### src/rtl/sd_spi_pkg.sv
// Shared types and constants for the SD-card SPI arbiter.
// Holds the FSM state encoding and counter sizing.
package sd_spi_pkg;

    typedef enum logic [1:0] {
        IDLE,
        SHIFT,
        DONE,
        HOLD
    } state_t;

    localparam logic IDLE_MOSI    = 1'b1;
    localparam int   BIT_CNT      = 8;
    localparam int   FAST_DIV_DEF = 2;
    localparam int   SLOW_DIV_DEF = 32;
    localparam int   DIV_MAX      = (FAST_DIV_DEF > SLOW_DIV_DEF) ?
                                    FAST_DIV_DEF : SLOW_DIV_DEF;
    localparam int   CNT_W        = $clog2(DIV_MAX) + 1;

endpackage

### src/rtl/spi_byte_engine.sv
// Mode-0 SPI byte shifter: divider, edge counter, shift registers.
// o_fin is combinational so the caller can leave SHIFT on the last edge.
module spi_byte_engine
    import sd_spi_pkg::*;
(
    input  logic             i_clk,
    input  logic             i_rst,
    input  logic             i_start,
    input  logic [CNT_W-1:0] i_div,
    input  logic [7:0]       i_wdata,
    input  logic             i_miso,
    output logic             o_sck,
    output logic             o_mosi,
    output logic [7:0]       o_rdata,
    output logic             o_fin
);

    localparam logic [CNT_W-1:0] ONE       = CNT_W'(1);
    localparam logic [3:0]       LAST_EDGE = 4'(2 * BIT_CNT - 1);

    logic             r_active;
    logic [CNT_W-1:0] r_cnt;
    logic [CNT_W-1:0] r_div;
    logic [3:0]       r_edge;
    logic [6:0]       r_tx;
    logic [7:0]       r_rx;
    logic             r_sck;
    logic             r_mosi;
    logic             w_tick;

    assign w_tick  = r_active && (r_cnt == '0);
    assign o_fin   = w_tick && (r_edge == LAST_EDGE);
    assign o_sck   = r_sck;
    assign o_mosi  = r_mosi;
    assign o_rdata = r_rx;

    // Half-period timing; even edges rise and sample, odd edges fall and shift
    always_ff @(posedge i_clk or posedge i_rst) begin
        if (i_rst) begin
            r_active <= 1'b0;
            r_cnt    <= '0;
            r_div    <= '0;
            r_edge   <= '0;
            r_tx     <= '1;
            r_rx     <= '0;
            r_sck    <= 1'b0;
            r_mosi   <= IDLE_MOSI;
        end else if (i_start) begin
            r_active <= 1'b1;
            r_cnt    <= i_div - ONE;
            r_div    <= i_div;
            r_edge   <= '0;
            r_tx     <= i_wdata[6:0];
            r_sck    <= 1'b0;
            r_mosi   <= i_wdata[7];
        end else if (w_tick) begin
            r_cnt  <= r_div - ONE;
            r_edge <= r_edge + 4'd1;
            r_sck  <= ~r_sck;
            if (!r_edge[0]) begin
                r_rx <= {r_rx[6:0], i_miso};
            end else begin
                r_tx   <= {r_tx[5:0], 1'b1};
                r_mosi <= (r_edge == LAST_EDGE) ? IDLE_MOSI : r_tx[6];
            end
            if (r_edge == LAST_EDGE) begin
                r_active <= 1'b0;
            end
        end else if (r_active) begin
            r_cnt <= r_cnt - ONE;
        end
    end

endmodule

### src/rtl/sd_spi_arbiter.sv
// Two-requester arbiter for the SD-card SPI link.
// Round-robin grant, chip-select lock across bytes, fast/slow clocking.
module sd_spi_arbiter
    import sd_spi_pkg::*;
#(
    parameter int FAST_DIV = FAST_DIV_DEF,
    parameter int SLOW_DIV = SLOW_DIV_DEF
) (
    input  logic       clk_sys,
    input  logic       reset,
    input  logic       req0_req,
    input  logic       req0_cs,
    input  logic       req0_slow,
    input  logic [7:0] req0_wdata,
    output logic       req0_gnt,
    output logic       req0_done,
    output logic [7:0] req0_rdata,
    input  logic       req1_req,
    input  logic       req1_cs,
    input  logic       req1_slow,
    input  logic [7:0] req1_wdata,
    output logic       req1_gnt,
    output logic       req1_done,
    output logic [7:0] req1_rdata,
    output logic       busy,
    output logic       sd_cs,
    output logic       sd_sck,
    output logic       sd_sdi,
    input  logic       sd_sdo
);

    state_t     r_state;
    logic       r_owner;
    logic       r_last;
    logic       r_cs_l;
    logic       r_sd_cs;
    logic       r_gnt0;
    logic       r_gnt1;
    logic       r_done0;
    logic       r_done1;
    logic [7:0] r_rdata0;
    logic [7:0] r_rdata1;

    logic             w_start;
    logic             w_sel;
    logic             w_cs;
    logic             w_slow;
    logic             w_owner_cs;
    logic             w_fin;
    logic [7:0]       w_wdata;
    logic [7:0]       w_rdata;
    logic [CNT_W-1:0] w_div;

    // Decide whether a byte starts this cycle and for whom
    always_comb begin
        w_start = 1'b0;
        w_sel   = r_owner;
        case (r_state)
            IDLE: begin
                if (req0_req || req1_req) begin
                    w_start = 1'b1;
                    w_sel   = (req0_req && req1_req) ? ~r_last : req1_req;
                end
            end
            HOLD: begin
                w_start = r_owner ? req1_req : req0_req;
            end
            default: begin
                w_start = 1'b0;
            end
        endcase
    end

    assign w_cs       = w_sel ? req1_cs : req0_cs;
    assign w_slow     = w_sel ? req1_slow : req0_slow;
    assign w_wdata    = w_sel ? req1_wdata : req0_wdata;
    assign w_owner_cs = r_owner ? req1_cs : req0_cs;
    assign w_div      = w_slow ? CNT_W'(SLOW_DIV) : CNT_W'(FAST_DIV);

    spi_byte_engine u_engine (
        .i_clk   (clk_sys),
        .i_rst   (reset),
        .i_start (w_start),
        .i_div   (w_div),
        .i_wdata (w_wdata),
        .i_miso  (sd_sdo),
        .o_sck   (sd_sck),
        .o_mosi  (sd_sdi),
        .o_rdata (w_rdata),
        .o_fin   (w_fin)
    );

    // Arbitration FSM with registered grant/done pulses and card select
    always_ff @(posedge clk_sys or posedge reset) begin
        if (reset) begin
            r_state  <= IDLE;
            r_owner  <= 1'b0;
            r_last   <= 1'b1;
            r_cs_l   <= 1'b0;
            r_sd_cs  <= 1'b1;
            r_gnt0   <= 1'b0;
            r_gnt1   <= 1'b0;
            r_done0  <= 1'b0;
            r_done1  <= 1'b0;
            r_rdata0 <= 8'h00;
            r_rdata1 <= 8'h00;
        end else begin
            r_gnt0  <= 1'b0;
            r_gnt1  <= 1'b0;
            r_done0 <= 1'b0;
            r_done1 <= 1'b0;
            case (r_state)
                IDLE, HOLD: begin
                    if (w_start) begin
                        r_state <= SHIFT;
                        r_owner <= w_sel;
                        r_cs_l  <= w_cs;
                        r_sd_cs <= ~w_cs;
                        r_gnt0  <= ~w_sel;
                        r_gnt1  <= w_sel;
                    end else if (r_state == HOLD && !w_owner_cs) begin
                        r_state <= IDLE;
                        r_sd_cs <= 1'b1;
                    end
                end
                SHIFT: begin
                    if (w_fin) begin
                        r_state <= DONE;
                        r_last  <= r_owner;
                        if (r_owner) begin
                            r_done1  <= 1'b1;
                            r_rdata1 <= w_rdata;
                        end else begin
                            r_done0  <= 1'b1;
                            r_rdata0 <= w_rdata;
                        end
                    end
                end
                DONE: begin
                    if (r_cs_l) begin
                        r_state <= HOLD;
                    end else begin
                        r_state <= IDLE;
                        r_sd_cs <= 1'b1;
                    end
                end
                default: begin
                    r_state <= IDLE;
                end
            endcase
        end
    end

    assign req0_gnt   = r_gnt0;
    assign req1_gnt   = r_gnt1;
    assign req0_done  = r_done0;
    assign req1_done  = r_done1;
    assign req0_rdata = r_rdata0;
    assign req1_rdata = r_rdata1;
    assign sd_cs      = r_sd_cs;
    assign busy       = (r_state != IDLE);

endmodule
### config.mk
export PLATFORM = sky130hd
export DESIGN_NAME = sd_spi_arbiter
export DESIGN_NICKNAME = d
export VERILOG_FILES = /design/src/rtl/sd_spi_pkg.sv /design/src/rtl/spi_byte_engine.sv /design/src/rtl/sd_spi_arbiter.sv
export SDC_FILE = /design/constraint.sdc
export NUM_CORES = 1
export LEC_CHECK = 0
export BUFFER_PORTS_ARGS = -buffer_cell sky130_fd_sc_hd__buf_4
export CORE_ASPECT_RATIO = 0.5
export CORE_UTILIZATION = 54
export DETAILED_ROUTE_END_ITERATION = 12
export PLACE_DENSITY = 0.77
export SETUP_SLACK_MARGIN = 0.4
export SYNTH_ARGS = -nofsm -noshare
export SYNTH_HDL_FRONTEND = slang
export SYNTH_SLANG_ARGS = --single-unit
### constraint.sdc
create_clock -name clk_sys -period 3 [get_ports clk_sys]
set_input_delay 0.3 -clock clk_sys [delete_from_list [all_inputs] [get_ports clk_sys]]
set_output_delay 0.3 -clock clk_sys [all_outputs]
set_load 0.05 [all_outputs]
# [After elaboration in Yosys (flattened, before gate mapping)]
# Cells that the tools add are included.
# W data, S select, Z words.
[classes] muxes=47 shifts=0 bitwise=7 n_eq_ne=7 order_cmp=0 n_div=0 n_mul=0 reduce_logical=24 add_sub_neg=4
[ops] op="$mux W1" count=30
[ops] op="$mux W6" count=4
[ops] op="$mux W7" count=3
[ops] op="$sub A6 B1 Y6 const B" count=3
[ops] op="$reduce_and A3 Y1" count=4
[ops] op="$reduce_and A2 Y1" count=5
[ops] op="$reduce_bool A2 Y1" count=5
[ops] op="$mux W2" count=4
[ops] op="$mux W4" count=2
[ops] op="$mux W8" count=1
[ops] op="$not A1 Y1" count=7
[ops] op="$logic_not A6 Y1" count=1
[ops] op="$pmux W2 S3" count=1
[ops] op="$add A4 B1 Y4 const B" count=1
[ops] op="$eq A2 B2 Y1 const B" count=2
[ops] op="$eq A4 B4 Y1 const B" count=1
[ops] op="$logic_and A1 B1 Y1" count=4
[ops] op="$pmux W1 S2" count=2
[ops] op="$ne A3 B2 Y1 const B" count=1
[ops] op="$reduce_bool A3 Y1" count=1
[ops] op="$eq A2 B1 Y1 const B" count=1
[ops] op="$logic_not A2 Y1" count=1
[ops] op="$ne A2 B1 Y1 const B" count=1
[ops] op="$ne A2 B2 Y1 const B" count=1
[ops] op="other kinds (3)" count=3
[word_totals] wordCells=108 n_memories=0 latchBits=0 ff_bits=60 ram_bits=0 in_bits=25 output_inout_bits=24 mem_bits_ro=0

# [Logic depth before layout (Yosys ltp)]
# Gate-level depths: netlist of the first run.
[logic_depth] word_depth=8 depth_mapped=7 mapped_depth_nobuf=7

# [Hierarchy]
# A second synthesis of the first run with hierarchy kept.
[hier_totals] hier_cells=268 hier_area_um2=2912.8
[by_module_without_submodules] mod="spi_byte_engine" seq_area_each_um2=860.8 instances=1 cells_each=149 area_per_inst_um2=1652.8
[by_module_without_submodules] mod="sd_spi_arbiter" seq_area_each_um2=653.1 instances=1 cells_each=119 area_per_inst_um2=1260.0

# [Worst setup path before layout of the first run]
# No wires, ideal clock.
[synth_timing] path_type="reg2reg" start="register u_engine.r_cnt[2]" end="register u_engine.r_rx[0], in the netlist u_engine.o_rdata[0]" arrival_ns=1.835 path_stages_with_launch=6 path_slack_ns=1.040 required_ns=2.875 path_buffers=1 synth_period_minus_slack_ns=1.960 setup_ns=0.125 path_cell_list="dfrtp_1 > nor4_4 > nand2_2 > or3_1 > buf_4 > mux2_4"
[synth_between] elab_chain_cells=3
[synth_rtl] element="start: declaration" line="spi_byte_engine.sv:22" rtl="logic [CNT_W-1:0] r_cnt;"
[synth_rtl] element="start signal: assignment" line="spi_byte_engine.sv:50" rtl="r_cnt <= i_div - ONE;"
[synth_rtl] element="start signal: assignment" line="spi_byte_engine.sv:57" rtl="r_cnt <= r_div - ONE;"
[synth_rtl] element="start signal: assignment" line="spi_byte_engine.sv:70" rtl="r_cnt <= r_cnt - ONE;"
[synth_rtl] element="$logic_not A6 Y1" line="spi_byte_engine.sv:31" rtl="assign w_tick = r_active && (r_cnt == '0);"
[synth_rtl] element="$logic_and A1 B1 Y1" line="spi_byte_engine.sv:31"
[synth_rtl] element="$reduce_and A3 Y1 (no source line)"
[synth_rtl] element="end signal: assignment" line="spi_byte_engine.sv:61" rtl="r_rx <= {r_rx[6:0], i_miso};"
[synth_rtl] element="end: declaration" line="spi_byte_engine.sv:26" rtl="logic [7:0] r_rx;"
# Every way passes these cells.
# A chain may end at the register's enable or synchronous reset.

# [Worst setup path in the final report of the first run]
[layout_timing] start="register u_engine.r_cnt[2]" end="register u_engine.r_rx[4], in the netlist u_engine.o_rdata[4]"
# Same word-level chain as after synthesis.

==> impl_metrics.ini, run 1 <==
[outcome]
status = completed

[timing]
skew_ns = 0.00557
fin_crit_sh_pct = 75.5
rsz0062_at_grt = no
slew_headroom_pct = 29.1
slew_violations = 0
setup_slack_ns = 0.736
max_freq_ghz = 0.442
hold_violations = 0
tightest_slew_ns = 1.06
setup_viol = 0
fin_crit_ns = 2.26
finalHoldWorstSlack_ns = 0.217
tns_ns = 0

[power_and_ir_drop]
clkPwrFrac_pct = 16.6
pwr-share-comb_pct = 37.6
p_seq_share_pct = 45.9
peakVddDrop_v = 0.000392
netSwitchingPower_mw = 0.962
switching_share_pct = 37.9
fin_total_pwr_mw = 2.54
power_density_nw_per_um2 = 799
p_leak_nw = 1.66
p_int_mw = 1.57

[logic_synthesis]
yosys.cell_count.top_type = dfrtp_1
synth-seq-cells = 56
synthArstFlopShare_pct = 100
ys_seq_area_share_pct = 53.5
avgSynthCellArea_sq_um = 12.7
syn_area_sq_um = 2650
synth_cell_types = 44
synth_edf_count = 0
yosysWarnings = 0
synth_top_cell_area_share_pct = 43.5
netlist_top_cells_count = dfrtp_1 (46), mux2i_1 (26), inv_1 (11), mux2_2 (11), dfstp_2 (10)
yosys.area.top_type = dfrtp_1
netlist_top_cells_area = dfrtp_1 (44%), dfstp_2 (9.9%), mux2i_1 (9.8%), mux2_2 (4.7%), mux2_4 (4.5%)
syn_nets = 240
yosys_most_used_dff = dfrtp_1
synthCells = 209

[drt]
drc = 0
vias_per_cell = 5.31
num_vias = 1737
drt-initial-drc-count = 45
drt-wirelength-per-cell_um = 15.3
wl_mm = 5.00
dr.pass1.iters = 4
postRouteAntennaNets = 0

[placed_design]
pre_cts_slack_ns = 0.751
postPlaceCellArea_sq_um = 3080
portBuffers = 48
place_congestion = 0.812
dp_hpwl_mm = 3.40

[critical_path]
cp.arrival_ns = 2.47
crit_buf_inv = 0
r2r_slack_ns = 0.74
crit_family = simple AND/OR/NAND/NOR gates
r2r_cells = 4
required_ns = 3.21
cp_cell_sequence = nor4_4, nand2_2, or3_1, mux2_4
cp.depth = 4
cpMaxStageDelayCell = or3_1
worstSetupStartpointType = flip-flop
worstSetupEndpointType = flip-flop
slowest_delay_ns = 0.61
critPathKind = reg -> reg
crit_fanout = 9

[floorplan]
rows = 17
die_x_um = 101
die_h_um = 51.5
start_util_pct = 58.1
core_sq_um = 4550
die-area_sq_um = 5200
io_pins = 49

[cts]
insertion_delay_ns = 0.31
cts_buffers = 5
hold_buffers = 0
cts_root_buffer = clkbuf_8
cts_buffer_depth = 2
post_cts_resized = 0
cts_tree = done
htreeDepth = 2
clkTransAtPathRegs_ns = 0.10
post-cts-setup-buffers = 0
cts_sinks = 56

[layout]
final_area_sq_um = 3170
final.fill_count = 354
layout.nets = 291
antenna_cells = 0
layout-drive-gt1-share_pct = 36.8
syn2layout_area_growth_pct = 20.0

[global_routing]
globalRouteOverflowTotal = 0
grt_pass1_wl_mm = 8.25
grt_usage_pct = 21.6
grt_pass1_vias = 1686
antenna_found_initial = 0
grt_max_degree = 54

[min_path]
holdPathStages = 2
hp-class = in -> reg

[run]
drv_cap = 0
## registers in the layout, summed over array words and instances, names as in the netlist, 2 cells and up
name	cells
req1_rdata	8
u_engine.r_cnt	6
u_engine.r_edge	4
u_engine.r_div	2
r_state	2
req0_rdata	8
u_engine.r_tx	7
u_engine.o_rdata	8
## cells in the final DEF (no fill, tap or decap), types with 3 or more instances in the layout
master and instances:
and2_1 3, buf_4 51, clkbuf_8 5, dfrtp_1 46
dfstp_2 10, ha_1 6, inv_1 10, mux2_1 8
mux2_2 11, mux2_4 8, mux2i_1 26, nand2_1 9
nand2b_1 3, nand3_1 4, nor2_1 9, o21ai_0 9
xnor2_1 3, xor2_1 6
## power by group through the flow
stage / Clock [mW] / Combinational, mW / Sequential (mW)
4_1_cts: 0.431 / 0.959 / 1.16
6_report: 0.420 / 0.953 / 1.16
5_1_grt: 0.456 / 1.04 / 1.19
3_5_place_dp: 0 / 0.944 / 1.17
3_3_place_gp: 0 / 0.916 / 1.16
2_1_floorplan: 0 / 0.660 / 1.21
## area by class of cell
type                       count  area, sq um  area share (%)
inverter                      11         41.3            1.30
clock buffer                   5         68.8            2.17
sequential                    56         1410            44.5
clock inverter                 3         22.5           0.710
multi-input combinational    135         1160            36.6
timing repair buffer          51          383            12.1
tap                           66         82.6            2.60
## kinds of logic (layout without fill, tap and decap cells)
group / count (synthesis) / after routing / synth area share [%]
DFF: 56 / 56 / 53.5
buffers and inverters: 18 / 70 / 2.84
and+or+nand+nor: 43 / 43 / 9.27
AOI/OAI and AO/OA: 24 / 24 / 6.15
xor gates and xnor gates: 9 / 9 / 2.98
muxes: 53 / 53 / 22.5
adders and majority gates: 6 / 6 / 2.84
## metal layers
metal  vias to the layer above  GRT usage, %  share of wire, %  wire length, um
li1                        832             -                 -                -
met1                       865          27.4                47             2330
met2                        34          36.6                48             2430
met3                         6          6.18               3.6              181
met4                         0          6.52               1.3               64
met5                         -             0                 0                0
## path summary, 6_finish.rpt
path	to	from
hold reg to reg	sd_cs	sd_cs
max in group asynchronous	u_engine.r_tx[1]	reset
setup reg to reg	u_engine.o_rdata[4]	u_engine.r_cnt[2]
setup / recovery	u_engine.o_rdata[4]	u_engine.r_cnt[2]
hold / removal	u_engine.o_rdata[0]	sd_sdo
min in group asynchronous	u_engine.o_sck	reset
## metrics by stage
stage                     instances  util (%)
after floorplan                 209         -
after global placement          319      67.7
after detailed placement        319      67.7
after CTS                       327      69.7
after global routing            327      69.7
final                           327      69.7
## worst register-to-register path: cells and delay by family (launching register included)
family / cells / cell delay (ns)
flip-flops: 1 / 0.46
AND/OR/NAND/NOR: 3 / 1.32
multiplexers: 1 / 0.38
(Power assumes the default switching activity.)
==> run 2: changes to the inputs <==
--- a/config.mk
+++ b/config.mk
@@ -7,9 +7,9 @@
 export LEC_CHECK = 0
 export BUFFER_PORTS_ARGS = -buffer_cell sky130_fd_sc_hd__buf_4
 export CORE_ASPECT_RATIO = 0.5
-export CORE_UTILIZATION = 54
+export CORE_UTILIZATION = 50
 export DETAILED_ROUTE_END_ITERATION = 12
-export PLACE_DENSITY = 0.77
+export PLACE_DENSITY = 0.75
 export SETUP_SLACK_MARGIN = 0.4
 export SYNTH_ARGS = -nofsm -noshare
 export SYNTH_HDL_FRONTEND = slang
==> constraint.sdc (replaced) <==
create_clock -name clk_sys -period 2.01 [get_ports clk_sys]
set_input_delay 0.201 -clock clk_sys [delete_from_list [all_inputs] [get_ports clk_sys]]
set_output_delay 0.201 -clock clk_sys [all_outputs]
set_load 0.05 [all_outputs]
==> run 2 against run 1 <==
  * Worst hold slack lost 0.098 ns
  * Total power grew 84%
  * Cell count is 10% higher
  * Routed wire length grew 21%
  * First-iteration DRC count grew 82%
  * Worst setup slack lost 0.61 ns
  * Critical path type unchanged
  * Critical endpoint is now req1_rdata[7]
==> impl_metrics.ini, run 2 (synthesis gave the netlist of run 1 again) <==
[global_routing]
antenna_found_initial = 0
grt_max_degree = 31
grt_pass1_vias = 1851
grt_pass1_wl_mm = 8.68
grt_usage_pct = 20.7
globalRouteOverflowTotal = 0

[layout]
final_common_cell = buf_4
mostFrequentLayoutCells = buf_4 (69), dfrtp_1 (44), mux2i_1 (25), mux2_4 (15)
layout-drive-gt1-share_pct = 55.2
antenna_cells = 0
syn2layout_area_growth_pct = 41.3
seqCellArea_sq_um = 1420
layout.nets = 321
final.fill_count = 311
multi_input_area_sq_um = 1400
post-route-util_pct = 74.8
final_area_sq_um = 3740

[outcome]
status = completed

[timing]
slew_headroom_pct = 62.0
max_freq_ghz = 0.530
tightest_slew_ns = 0.569
rsz0062_at_grt = yes
fin_crit_sh_pct = 93.8
skew_ns = 0.00676
setup_slack_ns = 0.124
tns_ns = 0
fin_crit_ns = 1.89
slew_violations = 0
setup_viol = 0
hold_violations = 0

[critical_path]
worstSetupEndpointType = flip-flop
cp_cell_sequence = nor4_4, nand4_1, buf_4, or2_4, mux2_1
startpoint = u_engine.r_cnt[2]
crit_fanout = 5
cpMaxStageDelayCell = dfrtp_2
slowest_delay_ns = 0.43
crit_buf_inv = 1
worstSetupStartpointType = flip-flop
crit_family = simple AND/OR/NAND/NOR gates
cp.depth = 5
critPathKind = reg -> reg
required_ns = 2.21
r2r_cells = 5
cp.arrival_ns = 2.08
reg2reg_from = u_engine.r_cnt[2]

[min_path]
worstHoldStart = sd_sdo
hp-class = in -> reg
holdPathStages = 2

[placed_design]
dp_hpwl_mm = 3.36
pre_cts_slack_ns = 0.0187
place_congestion = 0.802
portBuffers = 48
postPlaceCellArea_sq_um = 3220

[cts]
htreeDepth = 2
cts_sinks = 56
insertion_delay_ns = 0.31
clkTransAtPathRegs_ns = 0.09
cts_tree = done
cts_buffers = 5
cts_root_buffer = clkbuf_8
cts_buffer_depth = 2

[floorplan]
rows = 18
start_util_pct = 52.9
die_h_um = 53.4
core_sq_um = 5000
io_pins = 49
die_x_um = 105
die-area_sq_um = 5600

[drt]
wl_mm = 6.05
drt-wirelength-per-cell_um = 16.8
vias_per_cell = 5.32
num_vias = 1914
postRouteAntennaNets = 0
drc = 0
dr.pass1.iters = 4
drt-initial-drc-count = 82

[power_and_ir_drop]
peakVddDrop_v = 0.000576
fin_total_pwr_mw = 4.65
power_density_nw_per_um2 = 1240
p_leak_nw = 1.88

[run]
drv_cap = 0
[run 2: cell types whose count changed in the layout (fill, tap and decap cells not counted), moves of 6 or more]
cell | before | now
buf_4 | 51 | 69
mux2_1 | 8 | 2
mux2_4 | 8 | 15
nor2_4 | 0 | 6
o21ai_0 | 9 | 2
[run 2: worst reg2reg max path, stage by stage, from the launching register on]
cell	delay, ns
dfrtp_2	0.43
nor4_4	0.35
nand4_1	0.19
buf_4	0.18
or2_4	0.30
mux2_1	0.32
[run 2: metal layers]
| metal | vias to the layer above | global-route usage, % | share of wire, % |
|---|---|---|---|
| met3 | 11 | 4.93 | 3.0 |
| met1 | 960 | 24.4 | 45 |
| met5 | - | 0 | 0 |
| met2 | 48 | 36.2 | 50 |
| met4 | 0 | 11.7 | 1.6 |
| li1 | 895 | - | - |
[run 2: cell type report]
| class | instances | area share (%) |
|---|---|---|
| clock inverter | 1 | 0.134 |
| inverter | 11 | 1.10 |
| sequential | 56 | 37.9 |
| tap | 70 | 2.34 |
| multi-input combinational | 136 | 37.5 |
| clock buffer | 6 | 1.94 |
| timing repair buffer | 80 | 19.1 |
[run 2: through the flow]
step                hold WS [ns]  instances
global placement           0.290        331
detailed placement         0.300        331
finish                     0.119        360
global route               0.112        360
floorplan                  0.350        209
CTS                        0.112        354
[run 2: power by group]
part / leakage, nW / switching [mW] / total (mW) / internal, mW
logic: 1.13 / 1.14 / 2.36 / 1.21
registers: 0.712 / 0.246 / 1.71 / 1.47
clock network: 0.0410 / 0.344 / 0.582 / 0.238
total: 1.88 / 1.73 / 4.65 / 2.92
[run 2: path summary, 6_finish.rpt]
kind,slack (ns),end
max in group asynchronous,0.86,u_engine.r_tx[6]
hold reg to reg,0.49,r_last
min in group asynchronous,0.51,req0_rdata[6]
hold / removal,0.12,u_engine.o_rdata[0]
setup reg to reg,0.12,req1_rdata[7]
setup / recovery,0.12,req1_rdata[7]
[run 2: repair_timing]
item,CTS,global route
pin swaps,8,12
hold buffers,1,0
gates cloned,1,2
endpoints found under the setup margin,55,53
buffers inserted,14,4
resized for setup,29,24
endpoints found under the hold margin,26,0
